**config.mk**
```make
export PLATFORM = sky130hd
export DESIGN_NAME = wb_cam_capture
export DESIGN_NICKNAME = d
export VERILOG_FILES = /design/src/rtl/wb_cam_capture.sv
export SDC_FILE = /design/constraint.sdc
export NUM_CORES = 1
export LEC_CHECK = 0
export ABC_AREA = 1
export CAP_MARGIN = 20
export CORE_MARGIN = 4
export CORE_UTILIZATION = 35
export DETAILED_ROUTE_END_ITERATION = 16
export PLACE_DENSITY = 0.56
export SYNTH_ARGS = -nofsm -noshare
export SYNTH_HDL_FRONTEND = slang
export SYNTH_SLANG_ARGS = --single-unit
```
**constraint.sdc**
```tcl
create_clock -name clk -period 5.6 [get_ports clk]
set_clock_uncertainty 0.2 [all_clocks]
set_input_delay 1.12 -clock clk [delete_from_list [all_inputs] [get_ports clk]]
set_output_delay 1.12 -clock clk [all_outputs]
set_load 0.005 [all_outputs]
```
**src/rtl/wb_cam_capture.sv**
```systemverilog
// Wishbone-attached parallel camera capture block.
// The camera pins are synchronised into clk; a small FSM gates whole frames
// into a pixel FIFO that the host drains through the DATA register.
module wb_cam_capture #(
  parameter int WB_DAT_WIDTH = 32,
  parameter int WB_ADR_WIDTH = 32,
  parameter int PIX_WIDTH    = 8,
  parameter int FIFO_DEPTH   = 16,
  parameter int XCLK_DIV     = 2
) (
  input  logic                    clk,
  input  logic                    rst,
  output logic                    xclk,
  input  logic                    pclk,
  input  logic                    href,
  input  logic                    vsync,
  input  logic [PIX_WIDTH-1:0]    din,
  input  logic [WB_ADR_WIDTH-1:0] wb_adr_i,
  input  logic [WB_DAT_WIDTH-1:0] wb_dat_i,
  input  logic                    wb_we_i,
  input  logic                    wb_cyc_i,
  input  logic                    wb_stb_i,
  input  logic                    wb_sel_i,
  output logic [WB_DAT_WIDTH-1:0] wb_dat_o,
  output logic                    wb_ack_o,
  output logic                    irq
);

  localparam int AW = $clog2(FIFO_DEPTH);
  localparam int LW = AW + 1;
  localparam int XW = (XCLK_DIV > 1) ? $clog2(XCLK_DIV) : 1;

  localparam logic [1:0] REG_CTRL   = 2'd0;
  localparam logic [1:0] REG_DATA   = 2'd1;
  localparam logic [1:0] REG_STATUS = 2'd2;
  localparam logic [1:0] REG_FCNT   = 2'd3;

  typedef enum logic [1:0] {
    S_IDLE,
    S_WAIT_VS,
    S_CAPTURE
  } state_t;

  state_t state, state_nxt;

  // Only the register-select bits, the low data bits and none of the byte
  // selects matter; fold the rest together so they are visibly consumed.
  logic unused_bits;
  assign unused_bits = ^{wb_sel_i, wb_adr_i, wb_dat_i};

  // ---------------------------------------------------------------------
  // Camera master clock
  // ---------------------------------------------------------------------
  logic [XW-1:0] xclk_cnt;

  // Free-running divider: toggle xclk every XCLK_DIV clk cycles.
  always_ff @(posedge clk) begin
    // NOTE: sequential state uses non-blocking assignments so every flop
    // samples pre-edge values regardless of statement order.
    if (rst) begin
      xclk_cnt <= '0;
      xclk     <= 1'b0;
    end else if (xclk_cnt == XW'(XCLK_DIV - 1)) begin
      xclk_cnt <= '0;
      xclk     <= ~xclk;
    end else begin
      xclk_cnt <= xclk_cnt + XW'(1);
    end
  end

  // ---------------------------------------------------------------------
  // Input synchronisers and edge detection
  // ---------------------------------------------------------------------
  logic                 pclk_m, pclk_s, pclk_d;
  logic                 href_m, href_s;
  logic                 vsync_m, vsync_s, vsync_d;
  logic [PIX_WIDTH-1:0] din_m, din_s;

  // Two-flop synchronisers plus one history flop for pclk/vsync edges.
  always_ff @(posedge clk) begin
    if (rst) begin
      pclk_m  <= 1'b0;
      pclk_s  <= 1'b0;
      pclk_d  <= 1'b0;
      href_m  <= 1'b0;
      href_s  <= 1'b0;
      vsync_m <= 1'b0;
      vsync_s <= 1'b0;
      vsync_d <= 1'b0;
      din_m   <= '0;
      din_s   <= '0;
    end else begin
      pclk_m  <= pclk;
      pclk_s  <= pclk_m;
      pclk_d  <= pclk_s;
      href_m  <= href;
      href_s  <= href_m;
      vsync_m <= vsync;
      vsync_s <= vsync_m;
      vsync_d <= vsync_s;
      din_m   <= din;
      din_s   <= din_m;
    end
  end

  logic pclk_rise, vs_rise, vs_fall;
  assign pclk_rise = pclk_s & ~pclk_d;
  assign vs_rise   = vsync_s & ~vsync_d;
  assign vs_fall   = ~vsync_s & vsync_d;

  // ---------------------------------------------------------------------
  // Wishbone decode
  // ---------------------------------------------------------------------
  logic       access, bus_wr, bus_rd, data_rd, flush;
  logic [1:0] reg_sel;

  assign access  = wb_stb_i & wb_cyc_i & ~wb_ack_o;
  assign reg_sel = wb_adr_i[3:2];
  assign bus_wr  = access & wb_we_i;
  assign bus_rd  = access & ~wb_we_i;
  assign data_rd = bus_rd & (reg_sel == REG_DATA);
  assign flush   = bus_wr & (reg_sel == REG_CTRL) & wb_dat_i[2];

  // ---------------------------------------------------------------------
  // Control / status registers
  // ---------------------------------------------------------------------
  logic        ctrl_en, ctrl_single, irq_en;
  logic        overflow, frame_done;
  logic [15:0] frame_cnt;
  logic        cap_push, frame_end;

  // ---------------------------------------------------------------------
  // Capture FSM
  // ---------------------------------------------------------------------

  // State register.
  always_ff @(posedge clk) begin
    if (rst) state <= S_IDLE;
    else     state <= state_nxt;
  end

  // Next state, pixel push request and end-of-frame pulse.
  always_comb begin
    // NOTE: every output of this block gets a default first, so no path
    // leaves a value unassigned and no latch is inferred.
    state_nxt = state;
    cap_push  = 1'b0;
    frame_end = 1'b0;
    if (!ctrl_en) begin
      state_nxt = S_IDLE;
    end else begin
      case (state)
        S_IDLE:    state_nxt = S_WAIT_VS;
        // Only a vsync fall starts a frame, so one already running when
        // capture is enabled is never picked up half-way.
        S_WAIT_VS: if (vs_fall) state_nxt = S_CAPTURE;
        S_CAPTURE: begin
          cap_push = pclk_rise & href_s;
          if (vs_rise) begin
            frame_end = 1'b1;
            state_nxt = ctrl_single ? S_IDLE : S_WAIT_VS;
          end
        end
        default:   state_nxt = S_IDLE;
      endcase
    end
  end

  // ---------------------------------------------------------------------
  // Pixel FIFO (extra pointer bit distinguishes full from empty)
  // ---------------------------------------------------------------------
  logic [PIX_WIDTH-1:0] mem [FIFO_DEPTH];
  logic [LW-1:0]        wr_ptr, rd_ptr, level;
  logic                 empty, full, pop, push_req, push_ok, ovf_set;

  assign level    = wr_ptr - rd_ptr;
  assign empty    = (level == '0);
  assign full     = (level == LW'(FIFO_DEPTH));
  assign pop      = data_rd & ~empty;
  // A flush wins over a push landing in the same cycle.
  assign push_req = cap_push & ~flush;
  // When full, a simultaneous pop frees the slot the push writes into.
  assign push_ok  = push_req & (~full | pop);
  assign ovf_set  = push_req & full & ~pop;

  // Pointer update; flush collapses both pointers to zero.
  always_ff @(posedge clk) begin
    if (rst || flush) begin
      wr_ptr <= '0;
      rd_ptr <= '0;
    end else begin
      if (push_ok) wr_ptr <= wr_ptr + LW'(1);
      if (pop)     rd_ptr <= rd_ptr + LW'(1);
    end
  end

  // Pixel storage write.
  always_ff @(posedge clk) begin
    // NOTE: the storage array has no reset; the pointers alone define
    // which entries are valid, so clearing the array would buy nothing.
    if (push_ok) mem[wr_ptr[AW-1:0]] <= din_s;
  end

  // Register writes; hardware events are applied last so they take
  // priority over a same-cycle host write.
  always_ff @(posedge clk) begin
    if (rst) begin
      ctrl_en     <= 1'b0;
      ctrl_single <= 1'b0;
      irq_en      <= 1'b0;
      overflow    <= 1'b0;
      frame_done  <= 1'b0;
      frame_cnt   <= '0;
    end else begin
      if (bus_wr) begin
        case (reg_sel)
          REG_CTRL: begin
            ctrl_en     <= wb_dat_i[0];
            ctrl_single <= wb_dat_i[1];
          end
          REG_STATUS: begin
            if (wb_dat_i[2]) overflow   <= 1'b0;
            if (wb_dat_i[3]) frame_done <= 1'b0;
            irq_en <= wb_dat_i[5];
          end
          REG_FCNT: frame_cnt <= '0;
          default: ;
        endcase
      end
      if (ovf_set) overflow <= 1'b1;
      if (frame_end) begin
        frame_done <= 1'b1;
        frame_cnt  <= frame_cnt + 16'd1;
        if (ctrl_single) ctrl_en <= 1'b0;
      end
    end
  end

  // ---------------------------------------------------------------------
  // Read mux and bus response
  // ---------------------------------------------------------------------
  logic [WB_DAT_WIDTH-1:0] rd_data;

  // Read data for the register being addressed this cycle.
  always_comb begin
    rd_data = '0;
    case (reg_sel)
      REG_CTRL: begin
        rd_data[0] = ctrl_en;
        rd_data[1] = ctrl_single;
      end
      REG_DATA: if (!empty) rd_data[PIX_WIDTH-1:0] = mem[rd_ptr[AW-1:0]];
      REG_STATUS: begin
        rd_data[0]    = empty;
        rd_data[1]    = full;
        rd_data[2]    = overflow;
        rd_data[3]    = frame_done;
        rd_data[4]    = (state == S_CAPTURE);
        rd_data[5]    = irq_en;
        rd_data[15:8] = 8'(level);
      end
      REG_FCNT: rd_data[15:0] = frame_cnt;
      default: ;
    endcase
  end

  // Single-cycle ack one cycle after the access, read data alongside it.
  always_ff @(posedge clk) begin
    if (rst) begin
      wb_ack_o <= 1'b0;
      wb_dat_o <= '0;
    end else begin
      wb_ack_o <= access;
      wb_dat_o <= bus_rd ? rd_data : '0;
    end
  end

  // Registered interrupt.
  always_ff @(posedge clk) begin
    if (rst) irq <= 1'b0;
    else     irq <= irq_en & (frame_done | overflow);
  end

endmodule
```
==> impl_results.md <==
- Outcome: complete, no violations
- Drt wl/cell: 15.5 um
- Reg clk slew, reported paths: 60 ps
- Internal: 2.51 mW
- Root buf cell: clkbuf_16
- Unique masters post-synth: 39
- Routed vias/inst: 4.77
- Fmax: 309 MHz
- Post-cts sizing count: 0
- RD Place Congestion: 0.832
- Drt total wl: 20200 um
- Psw: 646 uW
- Die Height: 167 um
- DR pass1 iterations: 5
- Switch share: 0.205
- Initial antenna violation count: 0
- R2R depth: 9
- Post-DP HPWL: 13000 um
- Largest net degree at the start of global routing: 67
- # Max-Cap Violations: 0
- Post-CTS Setup Bufs: 0
- Post-synth EDFFs: 128
- Number of global-route vias before repair: 5930
- Synthesized area per cell: 9.63 um^2
- Boundary Pins: 116
- Synth Register Bits: 209
- DRC violations left: 0
- Tmin final: 3230 ps
- Flop pwr share: 0.523
- ANT cells: 0
- Total negative setup slack: 0 ps
- Vias: 6240
- CTS Buffer Depth: 3
- Die Area: 27800 um^2
- RSZ-0062 raised after global routing: no
- Clock power share: 0.459
- Hold Vio Cnt, Final: 0
- First-pass GRT wire length: 32200 um
- Fin. max-slew vios: 0
- Gr ovfl total: 0
- Synth Instances: 915
- Worst vdd ir: 0.194 mV
- Hold depth: 2
- Worst Path Arrival: 3250 ps
- Share of layout cells above drive strength 1: 0.0905
- Power Density: 307 nW/um^2
- Num rows: 57
- Final worst path period share: 0.578
- CTS Sinks: 209
- CP endpoint kind: flop
- CTS Hold Buffers Added: 0
- Critical path required time: 5610 ps
- Seq/Total Area, Yosys: 0.621
- CP Class: flop to flop
- Crit-path max FO: 21
- Starting Density: 0.359
- Num CTS Buffers: 23
- Hold WC Path Type: flop to flop
- Gate power share: 0.017
- CTS tree: done
- Ys async rst share: 0
- Synth Flop Type: edfxtp_1
- Rel. slew slack: 0.344
- Nets: 1058
- Synth-to-Final Area Change: 16.8%
- Overall Global Routing Usage: 0.143
- Final setup fails: 0
- Leak: 3.82 nW
- Core area: 24500 um^2
- Detailed Route Iter0 Violations: 531
- Synth Cell Area: 8810 um^2
- Startpoint Class: flop
- H-tree depth: 1
- Die width: 167 um
- YS warnings: 0
- Worst-margin pin slew: 979 ps
- Clk_lat worst skew: 520 ps
- Core Util, Final: 0.419
- # port buffers: 41
- Post-route antenna net violation count: 0
[cell usage after synthesis, drive strengths merged, types with 10 or more instances]
master    n  area, um^2
o21ai    27         139
inv      92         348
buf      36         229
clkbuf   14        52.6
edfxtp  128        3840
dfxtp    81        1620
ha       10         125
nor3     28         145
nor2     85         354
nand3   129         651
nand4    12        90.1
a21oi    41         209
nand2   209         812
[cells in the final DEF, fill, tap and decap left out, drive strengths merged, types with 2 or more instances in the layout]
master / count
a21oi: 41
buf: 19
clkbuf: 32
clkdlybuf4s50: 41
clkinv: 8
clkinvlp: 2
conb: 16
dfxtp: 81
edfxtp: 128
ha: 10
inv: 93
nand2: 209
nand3: 129
nand4: 12
nor2: 85
nor3: 28
o211ai: 2
o21ai: 27
o22ai: 3
or2: 2
xnor2: 4
xor2: 7
[kinds of logic (layout without fill, tap and decap cells)]
logic type	count (synthesis)	in the layout	share of synthesized area
adder cells (fa/ha/maj)	11	11	0.0165
flip-flops	209	209	0.621
other	1	16	0.000426
buffers and inverters	143	196	0.0719
AO/OA/AOI/OAI	75	75	0.0453
XOR/XNOR	11	11	0.0109
AND/OR/NAND/NOR	465	465	0.234
[worst paths after layout]
kind,start,endpoint,slack [ps]
worst max-delay path,wr_ptr[0],mem[13][2],2370
worst max register to register,wr_ptr[0],mem[13][2],2370
worst min register to register,din_m[5],din_s[5],200
worst min-delay path,din_m[5],din_s[5],200
[per-stage QoR]
step	instances	cell area, um^2	worst slack, ps	hold WS (ps)	total power [mW]
final	1307	10300	2370	200	3.16
after global routing	1307	10300	2250	214	3.26
after CTS	1303	10300	1980	201	3.19
after detailed placement	1261	9530	1510	192	1.74
after global placement	1260	9510	1540	189	1.74
after floorplan	930	8860	2520	188	1.71
[registers in the layout, indices dropped and copies added, names as in the netlist, 2 cells and up, named ones only]
| register | flops |
|---|---|
| mem | 128 |
| frame_cnt | 16 |
| wb_dat_o | 16 |
| din_m | 8 |
| din_s | 8 |
| rd_ptr | 5 |
| wr_ptr | 5 |
| state | 2 |
[power groups by stage]
| stage | clock, mW | combinational, mW | sequential (mW) |
|---|---|---|---|
| after floorplan | 0 | 0.0360 | 1.68 |
| after global placement | 0 | 0.0546 | 1.68 |
| after detailed placement | 0 | 0.0552 | 1.69 |
| after CTS | 1.49 | 0.0556 | 1.65 |
| after global routing | 1.55 | 0.0624 | 1.65 |
| final | 1.45 | 0.0551 | 1.65 |
[final cells by class]
cell class / instances / area [um^2]
Sequential cell: 209 / 5470
Timing Repair Buffer: 61 / 566
Clock buffer: 31 / 637
Inverter: 93 / 352
Clock inverter: 11 / 92.6
Multi-Input combinational cell: 578 / 2770
Tap cell: 324 / 405
Fill cell: 2392 / 14200
[critical path, cell delays in order (launching register included)]
cell	delay, ps
dfxtp_1	410
inv_1	120
ha_1	240
fa_1	430
xnor2_1	360
nor2_4	80
nand4_4	140
nand2_2	240
nor3_1	420
buf_2	280
[routing by layer]
layer  GRT usage  vias up  part of all wire
li1            -     3128                 -
met1       0.199     2914              0.46
met2       0.230      167              0.46
met3      0.0230       31             0.053
met4      0.0462        0             0.023
met5           0        -                 0
Note: power is estimated with default switching activity, not from simulation.
